### config.mk
export PLATFORM = sky130hd
export DESIGN_NAME = regfile_sequencer
export DESIGN_NICKNAME = d
export VERILOG_FILES = /design/src/rtl/regfile_sequencer.sv
export SDC_FILE = /design/constraint.sdc
export NUM_CORES = 1
export LEC_CHECK = 0
export ABC_AREA = 1
export BUFFER_PORTS_ARGS = -buffer_cell sky130_fd_sc_hd__buf_2
export CORE_ASPECT_RATIO = 0.8
export CORE_MARGIN = 3
export CORE_UTILIZATION = 58
export DETAILED_ROUTE_END_ITERATION = 10
export GPL_ROUTABILITY_DRIVEN = 0
export PLACE_DENSITY = 0.89
export SKIP_LAST_GASP = 1
export SYNTH_ARGS = -nofsm -noshare
export SYNTH_HDL_FRONTEND = slang
export SYNTH_SLANG_ARGS = --single-unit
export TNS_END_PERCENT = 5
### constraint.sdc
create_clock -name clk -period 7.7 [get_ports clk]
set_input_delay 1.54 -clock clk [delete_from_list [all_inputs] [get_ports clk]]
set_output_delay 1.54 -clock clk [all_outputs]
set_load 0.02 [all_outputs]
### src/rtl/regfile_sequencer.sv
// regfile_sequencer: multi-cycle command sequencer for an 8x8-bit register file.
// Accepts one command at a time, drives the file's read selects and write port,
// computes ALU results, and sequences the two-write SWAP and eight-write CLR.
module regfile_sequencer (
    input  logic       clk,
    input  logic       rst,
    input  logic       cmd_valid,
    output logic       cmd_ready,
    input  logic [2:0] cmd_op,
    input  logic [2:0] cmd_dst,
    input  logic [2:0] cmd_srca,
    input  logic [2:0] cmd_srcb,
    input  logic [7:0] cmd_imm,
    output logic [2:0] asel,
    output logic [2:0] bsel,
    input  logic [7:0] aout,
    input  logic [7:0] bout,
    output logic [2:0] csel,
    output logic       cload,
    output logic [7:0] cin,
    output logic       busy,
    output logic       done,
    output logic [7:0] result
);

    localparam logic [1:0] ST_IDLE    = 2'd0;
    localparam logic [1:0] ST_EXEC    = 2'd1;
    localparam logic [1:0] ST_SWAP2   = 2'd2;
    localparam logic [1:0] ST_CLRLOOP = 2'd3;

    localparam logic [2:0] OP_NOP  = 3'b000;
    localparam logic [2:0] OP_LDI  = 3'b001;
    localparam logic [2:0] OP_MOV  = 3'b010;
    localparam logic [2:0] OP_ADD  = 3'b011;
    localparam logic [2:0] OP_SUB  = 3'b100;
    localparam logic [2:0] OP_SWAP = 3'b101;
    localparam logic [2:0] OP_CLR  = 3'b110;
    localparam logic [2:0] OP_XOR  = 3'b111;

    logic [1:0] state_q, state_d;
    logic [2:0] op_q, op_d;
    logic [2:0] dst_q, dst_d;
    logic [2:0] srca_q, srca_d;
    logic [2:0] srcb_q, srcb_d;
    logic [7:0] imm_q, imm_d;
    logic [7:0] tmp_q, tmp_d;
    logic [2:0] cnt_q, cnt_d;
    logic [7:0] result_q, result_d;
    logic       cload_raw;
    logic       done_raw;

    // Next-state, register-file port drive and ALU; writes and done are masked during reset
    always_comb begin
        state_d   = state_q;
        op_d      = op_q;
        dst_d     = dst_q;
        srca_d    = srca_q;
        srcb_d    = srcb_q;
        imm_d     = imm_q;
        tmp_d     = tmp_q;
        cnt_d     = cnt_q;
        cmd_ready = (state_q == ST_IDLE);
        busy      = (state_q != ST_IDLE);
        asel      = 3'd0;
        bsel      = 3'd0;
        csel      = 3'd0;
        cin       = 8'd0;
        cload_raw = 1'b0;
        done_raw  = 1'b0;

        case (state_q)
            ST_IDLE: begin
                if (cmd_valid) begin
                    op_d    = cmd_op;
                    dst_d   = cmd_dst;
                    srca_d  = cmd_srca;
                    srcb_d  = cmd_srcb;
                    imm_d   = cmd_imm;
                    cnt_d   = 3'd0;
                    state_d = (cmd_op == OP_CLR) ? ST_CLRLOOP : ST_EXEC;
                end
            end
            ST_EXEC: begin
                asel     = srca_q;
                bsel     = srcb_q;
                csel     = dst_q;
                done_raw = 1'b1;
                state_d  = ST_IDLE;
                case (op_q)
                    OP_LDI: begin
                        cin       = imm_q;
                        cload_raw = 1'b1;
                    end
                    OP_MOV: begin
                        cin       = aout;
                        cload_raw = 1'b1;
                    end
                    OP_ADD: begin
                        cin       = aout + bout;
                        cload_raw = 1'b1;
                    end
                    OP_SUB: begin
                        cin       = aout - bout;
                        cload_raw = 1'b1;
                    end
                    OP_XOR: begin
                        cin       = aout ^ bout;
                        cload_raw = 1'b1;
                    end
                    OP_SWAP: begin
                        csel      = srca_q;
                        cin       = bout;
                        cload_raw = 1'b1;
                        tmp_d     = aout;
                        done_raw  = 1'b0;
                        state_d   = ST_SWAP2;
                    end
                    default: begin
                        cload_raw = 1'b0;
                    end
                endcase
            end
            ST_SWAP2: begin
                asel      = srca_q;
                bsel      = srcb_q;
                csel      = srcb_q;
                cin       = tmp_q;
                cload_raw = 1'b1;
                done_raw  = 1'b1;
                state_d   = ST_IDLE;
            end
            default: begin
                csel      = cnt_q;
                cin       = 8'd0;
                cload_raw = 1'b1;
                cnt_d     = cnt_q + 3'd1;
                if (cnt_q == 3'd7) begin
                    done_raw = 1'b1;
                    state_d  = ST_IDLE;
                end
            end
        endcase

        cload    = cload_raw & ~rst;
        done     = done_raw & ~rst;
        result_d = (done && cload) ? cin : result_q;
    end

    // State and latched-command registers; reset discards any in-flight command
    always_ff @(posedge clk) begin
        if (rst) begin
            state_q  <= ST_IDLE;
            op_q     <= 3'd0;
            dst_q    <= 3'd0;
            srca_q   <= 3'd0;
            srcb_q   <= 3'd0;
            imm_q    <= 8'd0;
            tmp_q    <= 8'd0;
            cnt_q    <= 3'd0;
            result_q <= 8'd0;
        end else begin
            state_q  <= state_d;
            op_q     <= op_d;
            dst_q    <= dst_d;
            srca_q   <= srca_d;
            srcb_q   <= srcb_d;
            imm_q    <= imm_d;
            tmp_q    <= tmp_d;
            cnt_q    <= cnt_d;
            result_q <= result_d;
        end
    end

    assign result = result_q;

endmodule

## Word-level counts from Yosys, hierarchy flattened

Cells that the tools add are included.

| operators by class | value |
|---|---|
| multipliers | 0 |
| $add $sub $neg | 3 |
| bitwise gates (word level) | 5 |
| order comparisons | 0 |
| multiplexer cells | 18 |
| equality and inequality tests | 11 |
| shift-type cells | 0 |
| reduce and logical (&&, ||, !) cells | 10 |
| divide/modulo/power cells | 0 |

Operators by type and width:

| cell | number |
|---|---|
| one-hot mux 8 bit (6 select lines) | 1 |
| one-hot mux 8 bit (2 select lines) | 1 |
| == test 3 bit, second input constant | 5 |
| two-way mux 3 bit | 4 |
| one-hot mux 3 bit (3 select lines) | 1 |
| adder 8 bit | 1 |
| two-way mux 2 bit | 4 |
| AND reduction 2 bit | 4 |
| subtractor 8 bit | 1 |
| XOR 8 bit | 1 |
| == test 3 x 2 -> 1 bit, second input constant | 2 |
| one-hot mux 2 bit (3 select lines) | 1 |
| one-hot mux 3 bit (2 select lines) | 1 |
| OR reduction 6 bit | 1 |
| nonzero test 4 bit | 1 |
| adder 3 x 1 -> 3 bit, second input constant | 1 |
| == test 3 x 1 -> 1 bit, second input constant | 1 |
| two-way mux 1 bit | 3 |
| one-hot mux 1 bit (3 select lines) | 1 |
| AND 1 bit | 2 |
| == test 2 x 1 -> 1 bit, second input constant | 1 |
| == test 2 bit, second input constant | 1 |
| logical NOT 2 bit | 1 |
| != test 2 bit, second input constant | 1 |
| other kinds (5) | 6 |

| storage, ports and cells | value |
|---|---|
| bits in latches | 0 |
| memories kept | 0 |
| input bits | 39 |
| memory bits (writable) | 0 |
| word-level logic and storage cells | 56 |
| memory bits (read-only) | 0 |
| register bits | 41 |
| output and inout bits | 29 |

## Depth between registers and ports, before layout

| depth | value |
|---|---|
| word-level depth | 6 |
| mapped depth | 22 |
| gate-level depth less buffers | 22 |

## Least setup slack after synthesis

No wires, ideal clock.

| path | value |
|---|---|
| path kind | in2out |
| start point | input bout[1] |
| end point | output cin[7] |
| setup slack | 2.674 ns |
| arrival time | 3.486 ns |
| cell stages on the path | 21 |
| data required time | 6.160 ns |
| path buffers | 0 |
| cells stage by stage | inv_1 ha_1 inv_1 nor3_1 inv_1 o31ai_1 xor2_1 ha_1 nand2_1 inv_1 nand2_1 nand2_1 a21oi_1 inv_1 nand2_1 nand3_1 nand2_1 nand2_1 nand2_1 nand2_1 inv_1 |

| on the way | value |
|---|---|
| word-level cells in the longest chain between the ends | 3 |

RTL lines:

| element | line | text |
|---|---|---|
| start: declaration | 17 | `input logic [7:0] bout,` |
| subtractor 8 bit / adder 8 bit (equally long branches) | 103, 99 |  |
| one-hot mux 8 bit (6 select lines) (*) | 89 | `case (op_q)` |
| one-hot mux 8 bit (2 select lines) (*) | 71 | `case (state_q)` |
| end: declaration | 20 | `output logic [7:0] cin,` |

Every way passes the cells marked *; elsewhere a longest branch is shown, timed or not.

## Final worst setup path

Ends and elaborated chain as after synthesis.

==> summary.md <==
| Metric | Value |
|---|---|
| Max VDD drop | 0.000159 V |
| Final worst path period share | 71.9% |
| Die ar. | 5540 µm² |
| TritonRoute pass-1 iters | 8 |
| Worst-skew pair later-pin latency | 0.30 ns |
| Top Ports | 68 |
| Pwr Density | 243 nW/µm² |
| WL final | 7540 µm |
| Residual DRC count | 0 |
| Final Util | 73.1% |
| EDFF count, synth | 0 |
| Min cycle time layout | 5.53 ns |
| Worst-Margin Slew | 0.966 ns |
| Worst hold margin | 0.462 ns |
| Via count | 3011 |
| Avg Synthesized Cell Area | 6.42 µm² |
| Initial antenna violation count | 0 |
| Layout cells sized above 1 | 20.0% |
| Final hold violation count | 0 |
| Maximum clock path buffer count | 2 |
| CP arrival | 3.99 ns |
| Vias in the first global route | 2649 |
| Hold Buf Count CTS | 0 |
| Outcome | completed |
| Synth Flop Type | dfxtp_1 |
| Clock Pin Slew Worst Setup and Hold Paths | 0.08 ns |
| Clock sink total | 41 |
| Fill cell count | 371 |
| CTS resizes | 0 |
| Startpoint type of the worst setup path | input pin |
| Area Overhead vs Synth | 16.7% |
| Tot GR Track Use | 27.9% |
| Worst Skew | 0.00606 ns |
| Initial Utilization | 62.6% |
| TritonCTS clock tree | done |
| Net Count, Synth | 477 |
| CTS buffer count | 5 |
| Iteration-0 DRC Markers | 278 |
| Area contributors post-synth | dfxtp_1 30%, nand2_1 13%, o21ai_0 9.4% |
| Clock root cell | clkbuf_8 |
| DP Area | 3050 µm² |
| Routed length per instance | 13.9 µm |
| Synth area leader | dfxtp_1 |
| Most common cell after layout, fill and taps aside | nand2_1 |
| Antenna viol nets, final | 0 |
| Largest net degree at the start of global routing | 39 |
| Critical path class | input pin to output port |
| Seq cells post-synth | 41 |
| Cells after synthesis | 423 |
| # placed instances | 533 |
| Post-synthesis cell type count | 36 |
| FMAX | 0.181 GHz |
| Post-CTS setup buffers | 0 |
| Antenna cell count | 0 |
| Final std cells w/o fill | 541 |
| Fin nets | 537 |
| Leakage power | 1.71 nW |
| H-tree depth | 2 |
| HPWL Detailed | 5630 µm |
| Crit path max fanout | 4 |
| Max-cap viol count | 0 |
| Worst setup EP type | output port |
| HP Class | flip-flop to flip-flop |
| Asr flop ratio synth | 0% |
| Max-slew violation count | 0 |
| Design area | 3170 µm² |
| GRT overflow | 0 |
| CP required | 6.16 ns |
| Synth warn | 0 |
| First-pass GRT wire length | 11900 µm |
| Core area | 4340 µm² |
| Row Count | 21 |
| Final setup fails | 0 |
| Proportion of netlist area held by the largest area contributor | 30.2% |
| Via/cell ratio | 5.57 |
| Commonest non-fill, non-tap cells in the layout | 97 x nand2_1, 67 x buf_2, 56 x inv_1, 54 x nor2_1, 51 x o21ai_0 |
| DIE WIDTH | 82.5 µm |
| Netlist Area Pre-Place | 2710 µm² |
| Final setup TNS | 0 ns |
| PortBufs | 67 |
| Max_slew headroom | 35.5% |
| RSZ-0062 raised after global routing | false |
| Seq/Total Area, Yosys | 30.2% |
| Die Y | 67.2 µm |
[area by class of cell]
type,instances,area [µm²],share of cell area (%)
inverter,64,245,7.74
sequential,41,821,25.9
tap,57,71.3,2.25
clock inverter,2,37.5,1.18
timing repair buffer,67,335,10.6
multi-input combinational,304,1580,49.7
clock buffer,6,82.6,2.61
[per-stage QoR]
| step | worst slack (ns) | power, mW |
|---|---|---|
| after floorplan | 2.67 | 0.501 |
| after global placement | 2.30 | 0.572 |
| after detailed placement | 2.25 | 0.583 |
| after CTS | 2.23 | 0.767 |
| after global routing | 1.89 | 0.820 |
| final | 2.17 | 0.771 |
[where the power goes]
group / switching [mW] / internal [mW]
sequential: 0.0225 / 0.243
combinational: 0.216 / 0.104
clock: 0.0796 / 0.105
total: 0.318 / 0.453
[cells in the mapped netlist (all sizes together) (2+ instances only)]
library cell  instances
xor2                  5
ha                   14
o21ai                56
nor2                 58
nand2               100
buf                   4
nor3                  4
a21oi                31
clkinv                2
dfxtp                41
a22oi                 2
or2                   2
clkbuf               10
inv                  62
nand4                 5
nand3                16
a31oi                 4
[routing by layer]
metal	vias up	share of wire, %	track usage [%]
met5	-	0	0
met4	0	2.8	9.54
met3	27	9.4	6.00
met2	174	45	44.7
met1	1336	42	37.1
li1	1474	-	-
[worst paths after layout]
kind,cells after the start,to,slack (ns),startpoint
min,2,imm_q[0]$_SDFFE_PP0P_,0.46,imm_q[0]$_SDFFE_PP0P_
min reg2reg,2,imm_q[0]$_SDFFE_PP0P_,0.46,imm_q[0]$_SDFFE_PP0P_
max,23,cin[7],2.17,bout[1]
max reg2reg,18,result[7]$_SDFFE_PP0P_,5.07,op_q[1]$_SDFFE_PP0P_
[cell families (layout without fill, tap and decap cells)]
kind of cell | Yosys count | in the layout | synth area share [%]
simple gates | 185 | 185 | 28.7
compound gates | 98 | 98 | 20.2
buf+inv | 78 | 139 | 11.7
flops | 41 | 41 | 30.2
fa+ha+maj | 15 | 15 | 7.19
xor+xnor | 6 | 6 | 1.94
[state kept, by name, indices dropped and copies added, names as in the netlist]
register and cells:
state_q 2, imm_q 8, dst_q 3, tmp_q 8, srca_q 3, srcb_q 3
result 8, op_q 3, cnt_q 3
[worst max-delay path, stage by stage]
cell     delay (ns)
buf_2          0.11
inv_1          0.09
ha_1           0.14
inv_1          0.05
nor3_1         0.12
inv_1          0.09
o31ai_1        0.24
xor2_1         0.18
ha_1           0.29
nand2_1        0.11
inv_1          0.04
nand2_1        0.06
nand2_1        0.05
a21oi_1        0.16
inv_1          0.06
nand2_1        0.06
nand3_1        0.07
nand2_1        0.08
nand2_1        0.05
nand2_1        0.08
nand2_1        0.08
inv_1          0.08
buf_2          0.16
(Power assumes the default switching activity.)
